$ cat src/rtl/uart_rx.sv
// uart_rx: oversampled asynchronous serial receiver with a one-entry
// valid/ready output stage.
//
// Optional feature: define UART_RX_MAJORITY_EN to evaluate each bit as the
// 2-of-3 majority of three samples around mid-bit. Without it, each bit is a
// single sample taken at mid-bit.
//
// Output handshake: valid_out high means data_out holds a byte the consumer
// has not yet taken. A byte is taken on any rising clk_in edge where
// valid_out and ready_in are both high. data_out only changes when a new
// byte is loaded, and a new byte that arrives while an untaken byte is
// blocked (valid_out high, ready_in low) is dropped with an overrun pulse.
module uart_rx #(
    parameter int DATA_BITS         = 8,
    parameter int OVERSAMPLING_RATE = 8
) (
    input  logic                 clk_in,
    input  logic                 nrst_in,
    input  logic                 divpulse_in,
    input  logic                 rx_in,
    input  logic                 ready_in,
    output logic [DATA_BITS-1:0] data_out,
    output logic                 valid_out,
    output logic                 frame_err_out,
    output logic                 overrun_err_out,
    output logic                 busy_out,
    output logic [1:0]           state_dbg_out
);

    localparam int CNT_W = $clog2(OVERSAMPLING_RATE);
    localparam int IDX_W = $clog2(DATA_BITS);
    localparam int MID   = OVERSAMPLING_RATE / 2;

    typedef enum logic [1:0] {IDLE, START, DATA, STOP} state_t;

    state_t               state_q, state_d;
    logic                 rx_meta_q, rx_sync_q;
    logic [CNT_W-1:0]     cnt_q, cnt_d;
    logic [IDX_W-1:0]     bit_idx_q, bit_idx_d;
    logic [DATA_BITS-1:0] shift_q, shift_d;
    logic                 armed_q, armed_d;
    logic                 deliver;
    logic                 frame_err_d;
    logic                 bit_strobe;
    logic                 bit_val;
    logic                 handshake;

    assign busy_out      = (state_q != IDLE);
    assign state_dbg_out = state_q;
    assign handshake     = valid_out && ready_in;

    // Two-flop synchronizer; resets to the idle line level.
    always_ff @(posedge clk_in or negedge nrst_in) begin
        if (!nrst_in) begin
            rx_meta_q <= 1'b1;
            rx_sync_q <= 1'b1;
        end else begin
            rx_meta_q <= rx_in;
            rx_sync_q <= rx_meta_q;
        end
    end

`ifdef UART_RX_MAJORITY_EN
    logic [1:0] maj_q;

    // Keep the two samples taken just before the deciding tick.
    always_ff @(posedge clk_in or negedge nrst_in) begin
        if (!nrst_in) begin
            maj_q <= 2'b00;
        end else if (divpulse_in && (cnt_q == CNT_W'(MID - 1) || cnt_q == CNT_W'(MID))) begin
            maj_q <= {maj_q[0], rx_sync_q};
        end
    end

    assign bit_strobe = divpulse_in && (cnt_q == CNT_W'(MID + 1));
    assign bit_val    = (maj_q[1] & maj_q[0]) | (maj_q[1] & rx_sync_q) | (maj_q[0] & rx_sync_q);
`else
    assign bit_strobe = divpulse_in && (cnt_q == CNT_W'(MID));
    assign bit_val    = rx_sync_q;
`endif

    // Receive FSM, counters and shift register state.
    always_ff @(posedge clk_in or negedge nrst_in) begin
        if (!nrst_in) begin
            state_q   <= IDLE;
            cnt_q     <= '0;
            bit_idx_q <= '0;
            shift_q   <= '0;
            armed_q   <= 1'b0;
        end else begin
            state_q   <= state_d;
            cnt_q     <= cnt_d;
            bit_idx_q <= bit_idx_d;
            shift_q   <= shift_d;
            armed_q   <= armed_d;
        end
    end

    // Next-state logic: line watching in IDLE, bit evaluation elsewhere.
    always_comb begin
        state_d     = state_q;
        cnt_d       = cnt_q;
        bit_idx_d   = bit_idx_q;
        shift_d     = shift_q;
        armed_d     = armed_q;
        deliver     = 1'b0;
        frame_err_d = 1'b0;

        if (state_q != IDLE && divpulse_in) begin
            cnt_d = (cnt_q == CNT_W'(OVERSAMPLING_RATE - 1)) ? '0 : cnt_q + 1'b1;
        end

        case (state_q)
            IDLE: begin
                cnt_d = '0;
                if (divpulse_in) begin
                    if (rx_sync_q) begin
                        armed_d = 1'b1;
                    end else if (armed_q) begin
                        armed_d = 1'b0;
                        state_d = START;
                    end
                end
            end
            START: begin
                if (bit_strobe) begin
                    if (bit_val) begin
                        state_d = IDLE;
                    end else begin
                        state_d   = DATA;
                        bit_idx_d = '0;
                    end
                end
            end
            DATA: begin
                if (bit_strobe) begin
                    shift_d = {bit_val, shift_q[DATA_BITS-1:1]};
                    if (bit_idx_q == IDX_W'(DATA_BITS - 1)) begin
                        state_d = STOP;
                    end else begin
                        bit_idx_d = bit_idx_q + 1'b1;
                    end
                end
            end
            STOP: begin
                if (bit_strobe) begin
                    state_d = IDLE;
                    if (bit_val) begin
                        deliver = 1'b1;
                        armed_d = 1'b1;
                    end else begin
                        frame_err_d = 1'b1;
                        armed_d     = 1'b0;
                    end
                end
            end
            default: state_d = IDLE;
        endcase
    end

    // Output stage: load, hold, drop-with-overrun, and error pulses.
    always_ff @(posedge clk_in or negedge nrst_in) begin
        if (!nrst_in) begin
            data_out        <= '0;
            valid_out       <= 1'b0;
            frame_err_out   <= 1'b0;
            overrun_err_out <= 1'b0;
        end else begin
            frame_err_out   <= frame_err_d;
            overrun_err_out <= 1'b0;
            if (deliver) begin
                if (valid_out && !ready_in) begin
                    overrun_err_out <= 1'b1;
                end else begin
                    data_out  <= shift_q;
                    valid_out <= 1'b1;
                end
            end else if (handshake) begin
                valid_out <= 1'b0;
            end
        end
    end

endmodule

$ cat config.mk
export PLATFORM = sky130hd
export DESIGN_NAME = uart_rx
export DESIGN_NICKNAME = d
export VERILOG_FILES = /design/src/rtl/uart_rx.sv
export SDC_FILE = /design/constraint.sdc
export NUM_CORES = 1
export LEC_CHECK = 0
export ABC_AREA = 1
export BUFFER_PORTS_ARGS = -buffer_cell sky130_fd_sc_hd__buf_2
export CAP_MARGIN = 20
export CORE_MARGIN = 1
export CORE_UTILIZATION = 42
export CTS_CLUSTER_SIZE = 12
export DETAILED_ROUTE_END_ITERATION = 12
export GPL_TIMING_DRIVEN = 0
export PLACE_DENSITY_LB_ADDON = 0.3
export SLEW_MARGIN = 40
export SYNTH_ARGS = -nofsm -noshare
export SYNTH_HDL_FRONTEND = slang
export SYNTH_SLANG_ARGS = --single-unit
$ cat constraint.sdc
create_clock -name clk_in -period 1.2 [get_ports clk_in]
set_input_delay 0.06 -clock clk_in [delete_from_list [all_inputs] [get_ports clk_in]]
set_output_delay 0.06 -clock clk_in [all_outputs]
set_load 0.1 [all_outputs]
**Word level (Yosys, flattened, before mapping)**

Cells that the tools add are included.
Widths: inputs -> output; s select.

- Output and inout bits: 14
- Flip-flop bits (word level): 30
- Bits of input ports: 5
- Word-level logic and storage cells: 78

- Add/sub/neg operators: 2
- Multiplexer cells: 31
- Bitwise gates (word level): 1
- Eq/ne operators: 16
- Reduce and logical (&&, ||, !) cells: 17

Operators with widths:

| operator | count |
|---|---|
| $mux 3 | 7 |
| $ne 2x2->1 const B | 10 |
| $mux 2 | 8 |
| $mux 1 | 13 |
| $reduce_bool 2->1 | 5 |
| $eq 3x3->1 const B | 3 |
| $pmux 2 s4 | 1 |
| $reduce_and 7->1 | 1 |
| $add 3x1->3 const B | 2 |
| $pmux 3 s2 | 1 |
| $reduce_and 2->1 | 3 |
| $reduce_and 5->1 | 1 |
| $eq 2x2->1 const B | 2 |
| $logic_and 1x1->1 | 4 |
| $reduce_and 3->1 | 1 |
| $eq 2x1->1 const B | 1 |
| $logic_not 2->1 | 1 |
| $pmux 1 s2 | 1 |
| $logic_not 1->1 | 1 |
| $not 1->1 | 1 |

**Logic depth before layout (Yosys ltp)**

- Depth after elaboration: 6
- Depth in mapped cells: 9
- Mapped depth without buffers: 9

**Least setup slack after synthesis**

No wires, ideal clock.

- Path type: flip-flop to flip-flop
- Start: register state_q[0] (netlist: state_dbg_out[0])
- End: register armed_q
- Required time: 1077 ps
- Path buffers: 0
- Clock period less this slack: 2366 ps
- Cell stages (with the launch flop): 6
- Data arrival time: 2243 ps
- Path slack: -1166 ps
- Setup time: 123 ps
- Cell sequence: dfrtp_1 > inv_1 > nand2_1 > nor2_1 > o21ai_0 > nand2_1

- Longest elaborated chain between the ends: 3
- Elaborated cells on any way between the ends: 7
- Those cells by class: eq/ne: 3; mux: 1; reduce/logical: 3

Ends and longest elaborated chain:

| element | line | text |
|---|---|---|
| from (decl) | 36 | `state_t state_q, state_d;` |
| from (signal assigned) | 91 | `state_q <= state_d;` |
| $eq 2x2->1 or $logic_not 2->1 (tied branches) | 113 | `case (state_q)` |
| $ne 2x2->1 (no line) or $reduce_bool 2->1 (tied branches) | -- |  |
| $reduce_and 3->1 (no line) | -- |  |
| to (signal assigned) | 95 | `armed_q <= armed_d;` |
| to (decl) | 41 | `logic armed_q, armed_d;` |

Parallel ways exist; a longest one is shown, timed or not.
A chain may end at the register's enable or synchronous reset.

**Worst setup path after layout**

- Start: register cnt_q[0]
- End: register cnt_q[0]

- Longest elaborated chain between the ends: 4
- Elaborated cells on any way between the ends: 5
- Those cells by class: add/sub: 1; eq/ne: 1; mux: 3

Ends and longest elaborated chain:

| element | line | text |
|---|---|---|
| from (decl) | 38 | `logic [CNT_W-1:0] cnt_q, cnt_d;` |
| from (signal assigned) | 92 | `cnt_q <= cnt_d;` |
| $add 3x1->3 or $eq 3x3->1 (tied branches) | 110 | `cnt_d = (cnt_q == CNT_W'(OVERSAMPLING_RATE - 1)) ? '0 : cnt_q + 1'b1;` |
| $mux 3 (*) | 110 |  |
| $mux 3 (*) | 109 | `if (state_q != IDLE && divpulse_in) begin` |
| $mux 3 (*) | 113 |  |

Every way passes the cells marked *; elsewhere a longest branch is shown, timed or not. The select of a mux whose other input is x is not followed.

==> flow_metrics.py <==
metrics = {
    "floorplan": {
        "die_y_um": 59.1,
        "ioPinCount": 19,
        "coreArea_um2": 3080,
        "fp.dieW_um": 59.1,
        "dieArea_um2": 3490,
        "start_util_pct": 44.5,
        "placementRows": 20,
    },
    "yosys": {
        "syn_area_per_cell_um2": 9.32,
        "syn-num-nets": 157,
        "synthCells": 147,
        "synth_seq_area_share_pct": 55.0,
        "ys_ff_latch": 30,
        "yosysWarnings": 0,
        "syn_area_um2": 1370,
        "synth_cell_types": 18,
    },
    "hold_path": {
        "hp-class": "in2reg",
    },
    "critical_path": {
        "path_class": "reg2reg",
        "cp_data_arrival_time_ns": 1.59,
        "end_kind": "flip-flop",
        "cp-start-kind": "flip-flop",
        "required_ns": 1.46,
        "cp_max_fo": 3,
    },
    "placed_design": {
        "dpl.hpwl_um": 1810,
        "portBuffers": 18,
        "dp_cells": 209,
        "dpl_cell_area_um2": 1560,
        "gp_congestion": 0.698,
    },
    "sta": {
        "rsz0062_at_grt": "true",
        "slew_violations": 0,
        "relSlewSlack_pct": 56.4,
        "tightest_slew_ns": 0.654,
        "fin_ws_ns": -0.127,
        "finClkSkew_ns": 0.00856,
        "whs_ns": 0.111,
        "setup_viol": 25,
        "max_clock_freq_mhz": 753,
        "fin_crit_ns": 1.33,
        "post-route-period-util_pct": 111,
        "final_hold_viol_count": 0,
    },
    "pwr": {
        "ir_drop_uv": 1810,
        "p_leak_nw": 0.986,
        "power.total_mw": 4.35,
        "p_per_area_nw_per_um2": 2230,
    },
    "route": {
        "drc": 0,
        "vias_per_cell": 4.92,
        "via_count": 1165,
        "routed_wl_um": 3190,
        "ant_nets": 0,
        "dr.pass1.iters": 4,
        "wl_per_cell_um": 13.4,
        "drtIter0Drc": 44,
    },
    "cts": {
        "numCtsBuffers": 5,
        "cts.sinks": 30,
        "cts_tree": "done",
        "max-clock-path-buffers": 2,
        "root_buffer": "clkbuf_4",
        "path_clk_slew_ns": 0.09,
        "htree_levels": 2,
        "worstSkewPairLatency_ns": 0.32,
    },
    "final_layout": {
        "regArea_um2": 764,
        "multiInputGateArea_um2": 676,
        "antennaDiodeCount": 0,
        "nNetsFinal": 202,
        "stdcell_area_um2": 1950,
        "drive_above_1_share_pct": 43.5,
        "post-route-util_pct": 63.5,
        "fillers": 245,
        "final_cell_count_no_fill": 237,
        "syn_to_final_growth_pct": 42.6,
    },
    "global_routing": {
        "grt_pass1_vias": 1146,
        "grt_max_degree": 31,
        "antenna_found_initial": 0,
        "grt_util_all_layers_pct": 19.8,
        "overflow": 0,
        "grt_first_pass_wirelength_um": 5020,
    },
    "status": {
        "violations": "negative setup slack",
        "status": "finished with violations",
    },
    "flow_run": {
        "cap_violations": 0,
    },
}
[where the power goes]
part / switching [mW] / leakage, nW / internal [mW]
sequential: 0.203 / 0.390 / 1.24
clock: 0.340 / 0.0353 / 0.284
combinational: 1.43 / 0.560 / 0.852
[final timing paths]
kind	slack (ns)	cells past startpoint	endpoint	from
min	0.11	2	cnt_q[0]$_DFFE_PN0P_	divpulse_in
max	-0.13	6	cnt_q[0]$_DFFE_PN0P_	cnt_q[0]$_DFFE_PN0P_
min in group asynchronous	0.29	2	cnt_q[0]$_DFFE_PN0P_	nrst_in
min reg2reg	0.36	0	bit_val$_DFF_PN1_	rx_meta_q$_DFF_PN1_
max in group asynchronous	0.42	2	state_dbg_out[0]$_DFFE_PN0P_	nrst_in
max reg2reg	-0.13	6	cnt_q[0]$_DFFE_PN0P_	cnt_q[0]$_DFFE_PN0P_
[synthesized netlist by cell type]
master	instances	area, µm²
nand2_1	48	180
nand2_2	1	6.26
nand3_4	2	35.0
inv_1	13	48.8
a21oi_1	1	5.00
nand3_1	5	25.0
buf_6	2	22.5
nor2_1	11	41.3
nor3_1	1	5.00
clkbuf_4	1	7.51
o211a_1	1	10.0
dfstp_2	2	52.6
ha_1	5	62.6
nor2_4	3	33.8
nand4_2	1	12.5
nand4_1	9	56.3
dfrtp_1	28	701
o21ai_0	13	65.1
[state kept, by name (all words and copies together), names as in the netlist, named ones only]
name,cells
armed_q,1
bit_idx_q,3
bit_val,1
cnt_q,3
data_out,8
frame_err_out,1
overrun_err_out,1
rx_meta_q,1
shift_q,8
state_dbg_out,1
valid_out,1
[routing by layer]
metal | share of wire [%] | vias up | routed length, µm | track usage [%]
met2 | 53 | 30 | 1680 | 34.4
met5 | 0 | - | 0 | 0
met3 | 3.6 | 7 | 114 | 4.15
met1 | 42 | 559 | 1340 | 22.9
li1 | - | 569 | - | -
met4 | 1.5 | 0 | 48 | 9.86
[cell families (layout without fill, tap and decap cells)]
kind of cell / Yosys count / count (layout) / share of synthesized area, %
simple gates: 81 / 82 / 28.9
flops: 30 / 30 / 55.0
buf+inv: 16 / 61 / 5.75
compound gates: 15 / 15 / 5.84
fa+ha+maj: 5 / 5 / 4.57
[placed cells by master (no fill, tap or decap), types with 5 or more instances in the layout]
cell	count
nand2_1	42
clkbuf_4	8
buf_4	14
nand2_2	5
nand4_1	9
inv_1	7
o21ai_1	10
nor2_4	6
buf_6	7
nor2_1	6
dfrtp_1	25
buf_2	11
[worst max-delay path, cell delays in order (launching register included)]
cell and delay, ns:
dfrtp_1 0.41, buf_4 0.15, buf_6 0.12, ha_4 0.16
ha_4 0.15, o21ai_2 0.13, o211a_1 0.16
[through the flow]
| stage | setup slack (ns) | TNS (ns) |
|---|---|---|
| after global routing | -0.174 | -3.31 |
| after detailed placement | -0.241 | -3.43 |
| after floorplan | -0.223 | -3.62 |
| after global placement | -0.189 | -2.25 |
| final | -0.127 | -1.58 |
| after CTS | -0.0898 | -1.18 |
[cell type report]
| class | count | area share [%] |
|---|---|---|
| Sequential cell | 30 | 39.1 |
| Multi-Input combinational cell | 102 | 34.6 |
| Timing Repair Buffer | 37 | 16.0 |
| Inverter | 13 | 2.88 |
| Clock buffer | 7 | 2.82 |
| Tap cell | 44 | 2.82 |
| Buffer | 3 | 1.54 |
| Clock inverter | 1 | 0.256 |
[what timing repair did]
action	4_1_cts	5_1_grt
endpoints found under the setup margin	30	30
gates cloned	2	0
setup buffers	11	5
hold endpoints to repair	29	0
resized for setup	29	26
pin swaps	7	10
hold buffers	2	0
Note: power is estimated with default switching activity, not from simulation.
